### src/rtl/theta_lane_engine_if.sv
`default_nettype none
// ============================================================================
//  Module      : theta_lane_engine_if
//  Description : Lane stream and status bundle between the state-load unit,
//                the theta lane engine and the rho/pi stage.
//  Revision    : 1.0 - initial release
// ============================================================================
interface theta_lane_engine_if #(
    parameter int LANE_W = 64
);
    logic              mode;
    logic              in_valid;
    logic              in_ready;
    logic [LANE_W-1:0] in_lane;
    logic              out_valid;
    logic              out_ready;
    logic [LANE_W-1:0] out_lane;
    logic              out_last;
    logic              done;
    logic              busy;

    modport master (
        output mode, in_valid, in_lane, out_ready,
        input  in_ready, out_valid, out_lane, out_last, done, busy
    );

    modport slave (
        input  mode, in_valid, in_lane, out_ready,
        output in_ready, out_valid, out_lane, out_last, done, busy
    );
endinterface
`default_nettype wire

### src/rtl/theta_lane_engine.sv
`default_nettype none
// ============================================================================
//  Module      : theta_lane_engine
//  Description : Lane-serial Keccak theta step: loads 25 lanes while folding
//                column parities, then streams out A ^ D[x] (or A in bypass).
//  Revision    : 1.0 - initial release
// ============================================================================
module theta_lane_engine #(
    parameter int LANE_W    = 64,
    parameter int NUM_LANES = 25
) (
    input  logic               clk,
    input  logic               rst,
    theta_lane_engine_if.slave bus
);
    localparam logic [4:0] c_last_lane = 5'(NUM_LANES - 1);

    typedef enum logic [1:0] {
        c_load = 2'd0,
        c_calc = 2'd1,
        c_emit = 2'd2
    } state_t;

    state_t            r_state;
    state_t            w_state_nxt;
    logic [4:0]        r_n;
    logic [2:0]        r_x;
    logic              r_mode;
    logic              r_done;
    logic [LANE_W-1:0] r_buf [NUM_LANES];
    logic [LANE_W-1:0] r_c   [5];
    logic [LANE_W-1:0] r_d   [5];
    logic [LANE_W-1:0] w_d   [5];
    logic              w_in_fire;
    logic              w_out_fire;
    logic              w_wrap;
    logic              w_emit;

    // rot1(v)[z] = v[z-1 mod LANE_W]; collapses to identity for LANE_W = 1
    function automatic logic [LANE_W-1:0] rot1(input logic [LANE_W-1:0] v);
        logic [LANE_W-1:0] r;
        for (int z = 0; z < LANE_W; z++) begin
            r[z] = v[(z + LANE_W - 1) % LANE_W];
        end
        return r;
    endfunction

    for (genvar gx = 0; gx < 5; gx++) begin : g_d
        assign w_d[gx] = r_mode ? '0 : (r_c[(gx + 4) % 5] ^ rot1(r_c[(gx + 1) % 5]));
    end

    assign w_wrap = (r_n == c_last_lane);
    assign w_emit = (r_state == c_emit);

    always_comb begin
        w_state_nxt = r_state;
        w_in_fire   = 1'b0;
        w_out_fire  = 1'b0;
        case (r_state)
            c_load: begin
                w_in_fire = bus.in_valid;
                if (w_in_fire && w_wrap) w_state_nxt = c_calc;
            end
            c_calc: w_state_nxt = c_emit;
            c_emit: begin
                w_out_fire = bus.out_ready;
                if (w_out_fire && w_wrap) w_state_nxt = c_load;
            end
            default: w_state_nxt = c_load;
        endcase
    end

    assign bus.in_ready  = (r_state == c_load);
    assign bus.out_valid = w_emit;
    assign bus.out_lane  = w_emit ? (r_buf[r_n] ^ r_d[r_x]) : '0;
    assign bus.out_last  = w_emit && w_wrap;
    assign bus.done      = r_done;
    assign bus.busy      = (r_state != c_load);

    always_ff @(posedge clk) begin
        if (rst) begin
            r_state <= c_load;
            r_n     <= '0;
            r_x     <= '0;
            r_mode  <= 1'b0;
            r_done  <= 1'b0;
            for (int i = 0; i < 5; i++) begin
                r_c[i] <= '0;
                r_d[i] <= '0;
            end
        end else begin
            r_state <= w_state_nxt;
            r_done  <= w_out_fire && w_wrap;
            // n and x = n mod 5 advance together on either stream
            if (w_in_fire || w_out_fire) begin
                r_n <= w_wrap ? '0 : r_n + 5'd1;
                r_x <= (w_wrap || r_x == 3'd4) ? '0 : r_x + 3'd1;
            end
            if (w_in_fire) begin
                if (r_n == '0) begin
                    r_mode <= bus.mode;
                    for (int i = 1; i < 5; i++) begin
                        r_c[i] <= '0;
                    end
                    r_c[0] <= bus.in_lane;
                end else begin
                    r_c[r_x] <= r_c[r_x] ^ bus.in_lane;
                end
            end
            if (r_state == c_calc) begin
                for (int i = 0; i < 5; i++) begin
                    r_d[i] <= w_d[i];
                end
            end
        end
    end

    always_ff @(posedge clk) begin
        if (w_in_fire) r_buf[r_n] <= bus.in_lane;
    end
endmodule
`default_nettype wire

### src/flat_wrapper.sv
// flat-port wrapper written by rule: the top's interface ports become plain ports
module theta_lane_engine_flat 
#(
    parameter int LANE_W    = 64,
    parameter int NUM_LANES = 25
)
  (clk, rst, bus_mode, bus_in_valid, bus_in_lane, bus_out_ready, bus_in_ready, bus_out_valid, bus_out_lane, bus_out_last, bus_done, bus_busy);
  theta_lane_engine_if #(.LANE_W(LANE_W)) bus_i ();
  input  logic clk;
  input  logic rst;
  input wire logic [$bits(bus_i.mode)-1:0] bus_mode;
  input wire logic [$bits(bus_i.in_valid)-1:0] bus_in_valid;
  input wire logic [$bits(bus_i.in_lane)-1:0] bus_in_lane;
  input wire logic [$bits(bus_i.out_ready)-1:0] bus_out_ready;
  output wire logic [$bits(bus_i.in_ready)-1:0] bus_in_ready;
  output wire logic [$bits(bus_i.out_valid)-1:0] bus_out_valid;
  output wire logic [$bits(bus_i.out_lane)-1:0] bus_out_lane;
  output wire logic [$bits(bus_i.out_last)-1:0] bus_out_last;
  output wire logic [$bits(bus_i.done)-1:0] bus_done;
  output wire logic [$bits(bus_i.busy)-1:0] bus_busy;
  assign bus_i.mode = bus_mode;
  assign bus_i.in_valid = bus_in_valid;
  assign bus_i.in_lane = bus_in_lane;
  assign bus_i.out_ready = bus_out_ready;
  assign bus_in_ready = bus_i.in_ready;
  assign bus_out_valid = bus_i.out_valid;
  assign bus_out_lane = bus_i.out_lane;
  assign bus_out_last = bus_i.out_last;
  assign bus_done = bus_i.done;
  assign bus_busy = bus_i.busy;
  theta_lane_engine #(.LANE_W(LANE_W), .NUM_LANES(NUM_LANES)) u_core (.clk(clk), .rst(rst), .bus(bus_i));
endmodule
### config.mk
export PLATFORM = sky130hd
export DESIGN_NAME = theta_lane_engine_flat
export DESIGN_NICKNAME = d
export VERILOG_FILES = /design/src/rtl/theta_lane_engine_if.sv /design/src/rtl/theta_lane_engine.sv /design/src/flat_wrapper.sv
export SDC_FILE = /design/constraint.sdc
export NUM_CORES = 2
export LEC_CHECK = 0
export ABC_AREA = 1
export CAP_MARGIN = 20
export CORE_ASPECT_RATIO = 0.75
export CORE_MARGIN = 2
export CORE_UTILIZATION = 40
export DETAILED_ROUTE_END_ITERATION = 12
export GPL_TIMING_DRIVEN = 0
export RECOVER_POWER = 25
export SYNTH_ARGS = -nofsm -noshare
export SYNTH_HDL_FRONTEND = slang
export SYNTH_SLANG_ARGS = --single-unit
### constraint.sdc
create_clock -name clk -period 10 [get_ports clk]
set_input_delay 1 -clock clk [delete_from_list [all_inputs] [get_ports clk]]
set_output_delay 1 -clock clk [all_outputs]
set_load 0.01 [all_outputs]
==> results.yml <==
status:
  status: "finished, violations left"
  violations: "max-capacitance violations, max-slew violations"
cts:
  cts_tree: "yes"
  cts_buffer_depth: 4
  clk_pin_slew_ns: 0.07
  cts-root-buf: "clkbuf_16"
  cts_setup_buffers: 0
  cts-resized-gates: 0
  postCtsHoldBufs: 0
  clk_latency_ns: 0.96
  cts_sinks: 2452
  cts_buffers: 243
  cts_max_level: 4
placed_design:
  place.gp.congestion: 1.002
  dp_hpwl_mm: 301.8
  numPortBuffers: 137
  placed_area_um2: 116700
power:
  power.share.sequential: 0.502
  p_per_area_nw_per_um2: 189.4
  switching_share: 0.2685
  power.internal_mw: 17.20
  power_mw: 23.51
  pwr-share-clk: 0.385
  p_sw_mw: 6.313
  p_leak_nw: 47.39
  p_comb_frac: 0.114
  peakVddDrop_mv: 0.1530
floorplan:
  start_util: 0.4011
  die_area_um2: 273900
  die_h_um: 453.8
  die_x_um: 603.7
  rows: 165
  core_area_um2: 269000
  ios: 138
critical_path:
  start_kind: "register"
  reg2regPathDepth: 10
  end_kind: "output pin"
  critPathMaxFanout: 10
  crit_arrival_ns: 5.77
  worstReg2RegEnd: "u_core.r_c[4][22]"
  cp.required_ns: 9.00
  reg2reg_slack_ns: 6.12
  r2r-start: "u_core.r_state[0]"
  critical_path_class: "register to output pin"
synthesis:
  syn_inst: 10093
  ys_ff_latch: 2452
  synth_seq_area_share: 0.6806
  synth_top_cell_by_area: "edfxtp_1"
  syn-num-nets: 10168
  netlist.area_leader.share: 0.6769
  ys_types: 38
  syn_avg_cell_area_um2: 10.69
  synthTopCellsByArea: "edfxtp_1 (68%), nand2_1 (9.8%), nand3_1 (6.0%)"
  yosysWarnings: 0
  netlist_area_um2: 107900
route:
  antenna_left: 0
  wl_per_cell_um: 29.25
  drt_iter0_markers: 14651
  dr.pass1.iters: 7
  vias_per_cell: 5.689
  wirelength_mm: 421.6
  vias: 82003
  drc: 0
grt:
  grt_overflow: 0
  grt_use_total: 0.2999
  grt_max_degree: 69
  grt_pass1_vias: 74604
  grt_pass1_wl_mm: 574.5
  antenna_found_initial: 39
sta:
  drv_slew: 985
  hold_viol: 0
  rsz0062_at_grt: "no"
  max_freq_mhz: 147.8
  fin_crit_sh: 0.6767
  setup_viol: 0
  period_minus_slack_ns: 6.767
  relSlewSlack: -0.6431
  clock_skew_ns: 0.07900
  tightest_slew_ns: 2.465
min_path:
  worstHoldStart: "u_core.r_mode"
  hold_depth: 1
  hold_path.class: "register to register"
  hold-path-endpoint: "u_core.r_mode"
layout:
  post-route-cell-area_um2: 124100
  drive_gt1_frac: 0.08951
  area.growth.synth_to_final_pct: 15.04
  final_cell_mix: "nand2_1 (2,805), edfxtp_1 (2,432), nand3_1 (1,302)"
  seq_area_um2: 73430
  final_nets: 10698
  layout_commonest_cell: "nand2_1"
  multi_input_area_um2: 29010
  fill_cells: 24617
flow_run:
  max_cap_viol_count: 38
per-layer routing:
metal / global-route usage / part of all wire / vias to the layer above
li1: - / - / 34949
met1: 0.4255 / 0.39 / 40019
met2: 0.4165 / 0.40 / 6185
met3: 0.09839 / 0.16 / 834
met4: 0.1325 / 0.050 / 16
met5: 0 / 0.00073 / -
cell families after synthesis:
| logic type | count (synthesis) | synth area share |
|---|---|---|
| xor+xnor | 361 | 0.03209 |
| mux | 1 | 0.00009278 |
| flops | 2452 | 0.6806 |
| compound gates | 641 | 0.03307 |
| simple gates | 5268 | 0.2006 |
| fa+ha+maj | 6 | 0.0006958 |
| buf+inv | 1364 | 0.05286 |
critical path: stages (launching register included):
cell and delay [ns]:
dfxtp_1 0.31, buf_2 0.44, clkbuf_1 0.92, clkbuf_1 0.86, nand3_1 0.28, nand3_1 0.16, nand2_1 0.11, nand2_1 0.28
a21oi_1 0.13, nor2_1 0.62, clkdlybuf4s50_1 0.67
power by group through the flow:
stage,clock network (mW),logic (mW),registers (mW)
4_1_cts,9.04,2.59,11.8
3_5_place_dp,0,2.58,12.0
6_report,9.05,2.67,11.8
3_3_place_gp,0,2.47,12.1
2_1_floorplan,0,1.38,11.9
5_1_grt,9.41,2.80,11.8
stage by stage:
| stage | util | instances | TNS (ns) | hold slack, ns | setup slack (ns) |
|---|---|---|---|---|---|
| 2_1_floorplan | - | 10093 | 0 | 0.4563 | 1.297 |
| 3_3_place_gp | 0.4229 | 13820 | -1065.62 | 0.4741 | -3.261 |
| 3_5_place_dp | 0.4338 | 13953 | 0 | 0.4758 | 4.478 |
| 4_1_cts | 0.4618 | 14390 | 0 | 0.4225 | 3.479 |
| 5_1_grt | 0.4613 | 14406 | 0 | 0.5261 | 3.397 |
| 6_report | 0.4614 | 14415 | 0 | 0.5132 | 3.233 |
cell type report:
type | count | share of cell area
sequential | 2452 | 0.5916
multi-input combinational | 6277 | 0.2337
clock buffer | 315 | 0.05249
tap | 3590 | 0.03619
timing repair buffer | 285 | 0.03164
inverter | 788 | 0.02385
buffer | 576 | 0.02212
clock inverter | 122 | 0.008115
antenna | 10 | 0.0002016
cell usage after synthesis:
library cell / n
nor2_2: 1
a21oi_1: 164
a22o_1: 1
nand2_2: 5
buf_4: 20
nand3b_1: 10
clkbuf_1: 173
mux2i_1: 1
o211ai_1: 79
buf_6: 15
buf_1: 62
dfxtp_1: 20
inv_1: 764
nor3_1: 5
buf_2: 305
or2_0: 7
ha_1: 6
nor2_1: 1068
nor2_4: 2
nand4_1: 1
buf_8: 1
or2_2: 48
nand3_2: 1
nand3_1: 1302
xnor2_1: 320
o21ai_0: 239
edfxtp_1: 2432
or2_1: 7
xor2_1: 1
o22ai_1: 45
o21a_1: 1
inv_4: 1
xor2_2: 40
inv_2: 23
a22oi_1: 39
o21ai_1: 72
nand2_1: 2811
a211oi_1: 1
state kept, by name, summed over array words and instances, names as in the netlist, named ones only:
register         cells
u_core.r_buf      1600
u_core.r_n           5
u_core.r_mode        1
u_core.bus.done      1
u_core.r_c         512
u_core.r_d         320
u_core.r_state       2
u_core.r_x           3
worst max path at each step:
stage / from / endpoint / slack, ns / cells past startpoint
4_1_cts: register / bus_out_lane[47] / 3.48 / 10
2_1_floorplan: rst / u_core.r_d[0][0] / 1.30 / 2
5_1_grt: register / bus_out_lane[47] / 3.40 / 10
6_report: register / bus_out_lane[47] / 3.23 / 10
3_3_place_gp: rst / u_core.r_d[2][45] / -3.26 / 3
3_5_place_dp: register / bus_out_lane[47] / 4.48 / 10
No activity file was read; power rests on OpenSTA's default activity.
